==> src/rtl/huffman_code_gen.sv <==
// Huffman tree reader: walks the finished tree depth-first from a root node and
// emits a right-aligned code and a low-bit mask for every leaf symbol.
module huffman_code_gen #(
  parameter int SYM_NUM     = 6,
  parameter int CODE_W      = 8,
  parameter int STACK_DEPTH = 8,
  parameter int NODE_EMPTY  = 11
) (
  input  logic                       clk,
  input  logic                       reset,
  input  logic                       start,
  input  logic [3:0]                 root_id,
  output logic [3:0]                 tree_sel,
  input  logic [3:0]                 node_l,
  input  logic [3:0]                 node_r,
  output logic                       busy,
  output logic                       done,
  output logic                       err,
  output logic [SYM_NUM*CODE_W-1:0]  code_o,
  output logic [SYM_NUM*CODE_W-1:0]  mask_o
);

  localparam int IDX_W = (STACK_DEPTH > 1) ? $clog2(STACK_DEPTH) : 1;
  localparam int SP_W  = $clog2(STACK_DEPTH + 1);
  localparam logic [SP_W-1:0] DEPTH_V  = SP_W'(STACK_DEPTH);
  localparam logic [3:0]      SYM_ID   = 4'(SYM_NUM);
  localparam logic [3:0]      EMPTY_ID = 4'(NODE_EMPTY);
  localparam logic [3:0]      LEN_MAX  = 4'(CODE_W);

  typedef enum logic [1:0] {
    IDLE = 2'd0,
    POP  = 2'd1,
    WAIT = 2'd2,
    DONE = 2'd3
  } state_t;

  // A length of zero only happens when the root itself is a leaf; it still
  // needs one valid code bit, hence the single-bit mask.
  function automatic logic [CODE_W-1:0] len_mask(input logic [3:0] len);
    logic [CODE_W-1:0] m;
    m = '0;
    if (len == 4'd0) begin
      m[0] = 1'b1;
    end else begin
      for (int i = 0; i < CODE_W; i++) begin
        m[i] = (i < int'(len));
      end
    end
    return m;
  endfunction

  state_t state_r, state_s;

  logic [3:0]        stack_id_r   [STACK_DEPTH];
  logic [CODE_W-1:0] stack_code_r [STACK_DEPTH];
  logic [3:0]        stack_len_r  [STACK_DEPTH];
  logic [SP_W-1:0]   sp_r;

  logic [CODE_W-1:0] cur_code_r;
  logic [3:0]        cur_len_r;
  logic [3:0]        tree_sel_r;
  logic              busy_r;
  logic              done_r;
  logic              err_r;
  logic [SYM_NUM*CODE_W-1:0] code_r;
  logic [SYM_NUM*CODE_W-1:0] mask_r;

  logic [SP_W-1:0]   sp_dec_s;
  logic [SP_W-1:0]   sp_inc_s;
  logic [IDX_W-1:0]  top_idx_s;
  logic [3:0]        top_id_s;
  logic [CODE_W-1:0] top_code_s;
  logic [3:0]        top_len_s;
  logic              stack_empty_s;
  logic              is_leaf_s;
  logic              is_node_s;
  logic [CODE_W-1:0] code_shl_s;
  logic [3:0]        len_inc_s;
  logic              len_ovf_s;

  // Stack top decode and child prefix arithmetic.
  always_comb begin
    sp_dec_s      = sp_r - SP_W'(1);
    sp_inc_s      = sp_r + SP_W'(1);
    top_idx_s     = sp_dec_s[IDX_W-1:0];
    top_id_s      = stack_id_r[top_idx_s];
    top_code_s    = stack_code_r[top_idx_s];
    top_len_s     = stack_len_r[top_idx_s];
    stack_empty_s = (sp_r == SP_W'(0));
    is_leaf_s     = (top_id_s < SYM_ID);
    is_node_s     = (top_id_s >= SYM_ID) && (top_id_s < EMPTY_ID);
    code_shl_s    = {cur_code_r[CODE_W-2:0], 1'b0};
    len_inc_s     = (cur_len_r == 4'hF) ? 4'hF : (cur_len_r + 4'd1);
    len_ovf_s     = (cur_len_r >= LEN_MAX);
  end

  // Traversal state register.
  always_ff @(posedge clk) begin
    if (reset) begin
      state_r <= IDLE;
    end else begin
      state_r <= state_s;
    end
  end

  // Next-state decision.
  always_comb begin
    state_s = state_r;
    case (state_r)
      IDLE: begin
        if (start) begin
          state_s = POP;
        end else begin
          state_s = IDLE;
        end
      end
      POP: begin
        if (stack_empty_s) begin
          state_s = DONE;
        end else if (is_node_s) begin
          state_s = WAIT;
        end else begin
          state_s = POP;
        end
      end
      WAIT:    state_s = POP;
      DONE:    state_s = IDLE;
      default: state_s = IDLE;
    endcase
  end

  // Stack, code table and status datapath.
  always_ff @(posedge clk) begin
    if (reset) begin
      sp_r       <= SP_W'(0);
      cur_code_r <= '0;
      cur_len_r  <= 4'd0;
      tree_sel_r <= SYM_ID;
      busy_r     <= 1'b0;
      done_r     <= 1'b0;
      err_r      <= 1'b0;
      code_r     <= '0;
      mask_r     <= '0;
    end else begin
      busy_r <= (state_s != IDLE);
      done_r <= (state_s == DONE);
      case (state_r)
        IDLE: begin
          if (start) begin
            code_r          <= '0;
            mask_r          <= '0;
            err_r           <= 1'b0;
            stack_id_r[0]   <= root_id;
            stack_code_r[0] <= '0;
            stack_len_r[0]  <= 4'd0;
            sp_r            <= SP_W'(1);
          end
        end
        POP: begin
          if (!stack_empty_s) begin
            sp_r <= sp_dec_s;
            if (is_leaf_s) begin
              for (int k = 0; k < SYM_NUM; k++) begin
                if (top_id_s == 4'(k)) begin
                  code_r[k*CODE_W +: CODE_W] <= top_code_s;
                  mask_r[k*CODE_W +: CODE_W] <= len_mask(top_len_s);
                end
              end
            end else if (is_node_s) begin
              tree_sel_r <= top_id_s;
              cur_code_r <= top_code_s;
              cur_len_r  <= top_len_s;
            end else begin
              err_r <= 1'b1;
            end
          end
        end
        WAIT: begin
          if (len_ovf_s) begin
            err_r <= 1'b1;
          end
          // Right child goes in first so the left branch is walked first.
          if (sp_r < DEPTH_V) begin
            stack_id_r[sp_r[IDX_W-1:0]]   <= node_r;
            stack_code_r[sp_r[IDX_W-1:0]] <= code_shl_s | CODE_W'(1);
            stack_len_r[sp_r[IDX_W-1:0]]  <= len_inc_s;
            if (sp_inc_s < DEPTH_V) begin
              stack_id_r[sp_inc_s[IDX_W-1:0]]   <= node_l;
              stack_code_r[sp_inc_s[IDX_W-1:0]] <= code_shl_s;
              stack_len_r[sp_inc_s[IDX_W-1:0]]  <= len_inc_s;
              sp_r <= sp_r + SP_W'(2);
            end else begin
              err_r <= 1'b1;
              sp_r  <= sp_inc_s;
            end
          end else begin
            err_r <= 1'b1;
          end
        end
        DONE: begin
          sp_r <= SP_W'(0);
        end
        default: begin
          sp_r <= SP_W'(0);
        end
      endcase
    end
  end

  assign tree_sel = tree_sel_r;
  assign busy     = busy_r;
  assign done     = done_r;
  assign err      = err_r;
  assign code_o   = code_r;
  assign mask_o   = mask_r;

endmodule

==> config.mk <==
export PLATFORM = sky130hd
export DESIGN_NAME = huffman_code_gen
export DESIGN_NICKNAME = d
export VERILOG_FILES = /design/src/rtl/huffman_code_gen.sv
export SDC_FILE = /design/constraint.sdc
export NUM_CORES = 1
export LEC_CHECK = 0
export CORE_MARGIN = 2
export CORE_UTILIZATION = 47
export DETAILED_ROUTE_END_ITERATION = 7
export GPL_TIMING_DRIVEN = 0
export PLACE_DENSITY = 0.68
export SYNTH_ARGS = -nofsm -noshare
export SYNTH_HDL_FRONTEND = slang
export SYNTH_SLANG_ARGS = --single-unit
==> constraint.sdc <==
create_clock -name clk -period 6.32 [get_ports clk]
set_clock_uncertainty 0.15 [all_clocks]
set_input_delay 1.264 -clock clk [delete_from_list [all_inputs] [get_ports clk]]
set_output_delay 1.264 -clock clk [all_outputs]
set_load 0.01 [all_outputs]
; ---- Word level (Yosys, flattened, before mapping)
; Memory sizes are Yosys's and may differ from the RTL's.
; Cells that the tools add are included.
[word_totals]
regBits = 120
n_memories = 3
wordCells = 147
latchBits = 0
romBits = 0
in_bits = 15
mem_bits_rw = 128
[memory_table]
columns = memory, depth, word_bits, rd, rd_clocked_by_memory_dff, wr, line_no
row1 = stack_code_r, 8, 8, 1, 0, 2, 55  ; logic [CODE_W-1:0] stack_code_r [STACK_DEPTH];
row2 = stack_id_r, 8, 4, 1, 0, 2, 54  ; logic [3:0] stack_id_r [STACK_DEPTH];
row3 = stack_len_r, 8, 4, 1, 0, 2, 56  ; logic [3:0] stack_len_r [STACK_DEPTH];
[classes]
n_eq_ne = 23
mul = 0
muxes = 61
shifts = 0
div = 0
reduce_logical = 20
magnitude_cmp = 14
bitwise_logic = 2
add_sub_neg = 4
[op_table]
columns = operator, count
row1 = two-way mux 48 bit, 5
row2 = case mux 48 bit (2 select lines), 2
row3 = two-way mux 8 bit, 13
row4 = AND reduction 5 bit, 6
row5 = two-way mux 4 bit, 7
row6 = two-way mux 1 bit, 25
row7 = inequality test 2 bit (second input constant), 12
row8 = < comparator 3 x 4 -> 1 bit (first input constant), 4
row9 = case mux 4 bit (4 select lines), 1
row10 = logical NOT 4 bit, 3
row11 = < comparator 4 bit (second input constant), 3
row12 = two-way mux 3 bit, 3
row13 = adder 4 x 1 -> 4 bit (second input constant), 2
row14 = equality test 4 x 2 -> 1 bit (second input constant), 2
row15 = equality test 4 x 3 -> 1 bit (second input constant), 2
row16 = < comparator 1 x 4 -> 1 bit (first input constant), 2
row17 = < comparator 2 x 4 -> 1 bit (first input constant), 2
row18 = case mux 2 bit (4 select lines), 1
row19 = OR reduction 4 bit, 2
row20 = OR reduction 8 bit, 1
row21 = two-way mux 7 bit, 1
row22 = equality test 2 bit (second input constant), 3
row23 = AND reduction 6 bit, 1
row24 = adder 4 x 2 -> 4 bit (second input constant), 1
row25 = 17 further kinds, 20

; ---- Depth between registers and ports, before layout
; An unclocked memory read counts as a cell.
[logic_depth]
depth_word = 8
depth_mapped = 14
depth_no_buf = 9

; ---- Least setup slack after synthesis
; No wires, ideal clock.
[synth_timing]
path_kind = input-to-reg
startpoint = input port reset
endpoint = memory stack_code_r[4][1] (enable)
path_buffers = 0
arrival_ns = 3.235
path_stages = 3
setup_time_ns = 0.422
slack_ns = 2.513
cell_sequence = nor2_1 nand2_1 o31ai_1
[synth_lines]
columns = item, line_no
row1 = "start, declared", 10  ; input logic reset,
row2 = "end, declared", 55

==> flow_metrics.tcl <==
set metrics [dict create \
    run_status "finished clean" \
    gp_congestion 0.8337 \
    flow.area_growth_from_synthesis_pct 21.21 \
    ctsLongestPathBuffers 3 \
    synth_fp_nets 1039 \
    cts.sink_count 248 \
    hold_viol_final 0 \
    hold_buffers 0 \
    cp.arrival_ps 4980 \
    yosysWarningCount 0 \
    grt_pass1_wl_um 45080 \
    global_route.overflow_total 0 \
    final_max_tran_viols 0 \
    critical_path.startpoint_type "register" \
    num_antenna_cells 0 \
    num_rows 56 \
    post-synth-top-area-fraction_pct 32.25 \
    reg2reg_setup_slack_ps 1250 \
    ys_types 60 \
    final.min_clock_period_ps 5072 \
    post_cts_resize_count 0 \
    post_route_worst_hold_slack_ps 307.7 \
    cts.repair_timing.setup_buffer_count 0 \
    grt_usage_pct 23.82 \
    preCtsSetupSlack_ps 1362 \
    most_frequent_cells_after_synthesis "sky130_fd_sc_hd__nor2_1, sky130_fd_sc_hd__dfxtp_1, sky130_fd_sc_hd__nand2_1" \
    seq_area_frac_synth_pct 55.18 \
    grt_setup_unrepaired "false" \
    place.detailed.instances 1445 \
    postRouteWirelength_um 29710 \
    synth-edff-count 120 \
    synthTopCellsByArea "sky130_fd_sc_hd__edfxtp_1, sky130_fd_sc_hd__dfxtp_1, sky130_fd_sc_hd__mux2i_1" \
    core_area_sq_mm 0.02340 \
    yosys.area.top_type "sky130_fd_sc_hd__edfxtp_1" \
    dr_total_vias 8246 \
    synthMostInstantiatedCell "sky130_fd_sc_hd__nor2_1" \
    total_leakage_power_uw 0.004792 \
    clock_insertion_delay_worst_skew_ps 530 \
    drtPass1Iterations 6 \
    clk_root_buffer_cell "sky130_fd_sc_hd__clkbuf_16" \
    final_cells 1494 \
    finalWorstSetupSlack_ps 1248 \
    floorplan.io_pins 118 \
    totalPowerFinal_uw 3975 \
    max-slew-margin-rel_pct 2.845 \
    setup_violations 0 \
    route.detailed.drc 0 \
    worst_setup_hold_path_clk_slew_ps 60 \
    tritoncts "yes" \
    ir_drop_v 0.0002113 \
    crit_path_end_kind "register" \
    worst-endpoint-required_ps 6230 \
    syn_area_sq_mm 0.01117 \
    first_global_vias 7954 \
    syn-instance-count 1011 \
    wl_per_cell_um 19.89 \
    antenna_found_initial 0 \
    port-buffer-count 113 \
    via_per_inst 5.519 \
    fin_crit_sh_pct 80.26 \
    hp-class "reg2reg" \
    worstPathMaxFanout 15 \
    die_y_um 158.2 \
    effective_utilization_at_floorplan_pct 47.74 \
    cts_buffers 27 \
    cap_violations 0 \
    worst-setup-path-type "reg2reg" \
    tightestPinTransition_ps 1438 \
    die_area_sq_mm 0.02502 \
    ant_nets 0 \
    drt_iter0_markers 643 \
    drive_above_1_share_pct 10.13 \
    chipWidth_um 158.2 \
    synth_ff_type "sky130_fd_sc_hd__dfxtp_1" \
    average_instance_area_after_synthesis_sq_um 11.05 \
    tns_ps 0 \
    powerDensity_mw_per_mm2 293.5 \
    synthArstFlopShare_pct 0 \
    final_net_count 1183 \
    pin_count_of_the_biggest_net_entering_global_routing 23 \
    dp_hpwl_um 21250 \
    htree_num_levels 1 \
    synth.ff_latch_count 248 \
    fmax_mhz 197.2 \
]
## cell usage in the layout (no fill, tap or decap), types with 5 or more instances in the layout
master	count
sky130_fd_sc_hd__a211oi_1	5
sky130_fd_sc_hd__a21o_1	5
sky130_fd_sc_hd__a21oi_1	53
sky130_fd_sc_hd__a221oi_1	13
sky130_fd_sc_hd__a31oi_1	8
sky130_fd_sc_hd__and2_1	38
sky130_fd_sc_hd__buf_1	5
sky130_fd_sc_hd__buf_2	10
sky130_fd_sc_hd__buf_4	6
sky130_fd_sc_hd__clkbuf_1	38
sky130_fd_sc_hd__clkbuf_16	27
sky130_fd_sc_hd__clkdlybuf4s50_1	113
sky130_fd_sc_hd__clkinv_1	6
sky130_fd_sc_hd__clkinv_2	9
sky130_fd_sc_hd__dfxtp_1	128
sky130_fd_sc_hd__edfxtp_1	120
sky130_fd_sc_hd__ha_1	13
sky130_fd_sc_hd__inv_1	27
sky130_fd_sc_hd__mux2_1	33
sky130_fd_sc_hd__mux2_2	13
sky130_fd_sc_hd__mux2i_1	70
sky130_fd_sc_hd__mux4_2	29
sky130_fd_sc_hd__nand2_1	127
sky130_fd_sc_hd__nand2b_1	8
sky130_fd_sc_hd__nand3_1	9
sky130_fd_sc_hd__nor2_1	160
sky130_fd_sc_hd__nor2_2	5
sky130_fd_sc_hd__nor2b_1	8
sky130_fd_sc_hd__nor3_1	11
sky130_fd_sc_hd__o21a_1	10
sky130_fd_sc_hd__o21ai_0	9
sky130_fd_sc_hd__o2bb2ai_1	6
## power by group
group          switching, uW  internal, uW
Sequential              30.8          1730
Clock                    643           781
Combinational            491           299
## metal layers
metal	GRT usage, %	vias to the layer above	wire length (um)	share of wire (%)
met5	0	-	0	0
li1	-	3864	-	-
met1	31.14	3989	12430	42
met2	39.83	326	14030	47
met4	8.108	0	995	3.3
met3	4.599	67	2264	7.6
## flip-flops by register name, indices dropped and copies added, names as in the netlist
register,count
mask_o,48
stack_code_r,64
busy,1
cur_code_r,7
done,1
err,1
cur_len_r,4
state_r,2
code_o,48
stack_len_r,32
tree_sel,4
sp_r,4
stack_id_r,32
## final cells by class
class	instances	area, sq um
Fill cell	2049	9859
Inverter	29	108.9
Multi-Input combinational cell	678	4676
Buffer	56	245.2
Timing Repair Buffer	115	1161
Clock inverter	19	100.1
Sequential cell	248	6166
Clock buffer	30	686.9
Tap cell	319	399.1
## worst paths after layout
kind,start,end,cells past startpoint
setup / recovery,sp_r[1],stack_code_r[0][2],12
setup reg to reg,sp_r[1],stack_code_r[0][2],12
hold / removal,mask_o[11],mask_o[11],2
hold reg to reg,mask_o[11],mask_o[11],2
## logic make-up after synthesis
| kind of cell | Yosys count | share of synthesized area, % |
|---|---|---|
| fa+ha+maj | 13 | 1.456 |
| flops | 248 | 55.18 |
| compound gates | 135 | 8.276 |
| xor+xnor | 4 | 0.3808 |
| mux | 145 | 16.75 |
| buf+inv | 85 | 3.169 |
| simple gates | 381 | 14.78 |
## critical path, cell delays in order, from the launching register on
cell and delay, ps:
sky130_fd_sc_hd__dfxtp_1 360, sky130_fd_sc_hd__clkbuf_1 420, sky130_fd_sc_hd__inv_1 260, sky130_fd_sc_hd__ha_1 340, sky130_fd_sc_hd__buf_4 210, sky130_fd_sc_hd__buf_4 210, sky130_fd_sc_hd__buf_2 290, sky130_fd_sc_hd__buf_2 370
sky130_fd_sc_hd__buf_2 290, sky130_fd_sc_hd__nor4_1 110, sky130_fd_sc_hd__nand2_1 300, sky130_fd_sc_hd__clkbuf_1 530, sky130_fd_sc_hd__nand2_1 720
## metrics by stage
stage	area (sq um)	utilization (%)
finish	13540	57.87
global route	13540	57.87
CTS	13540	57.85
detailed placement	12750	54.49
global placement	12700	54.28
floorplan	11170	-
No activity file was read; power rests on OpenSTA's default activity.
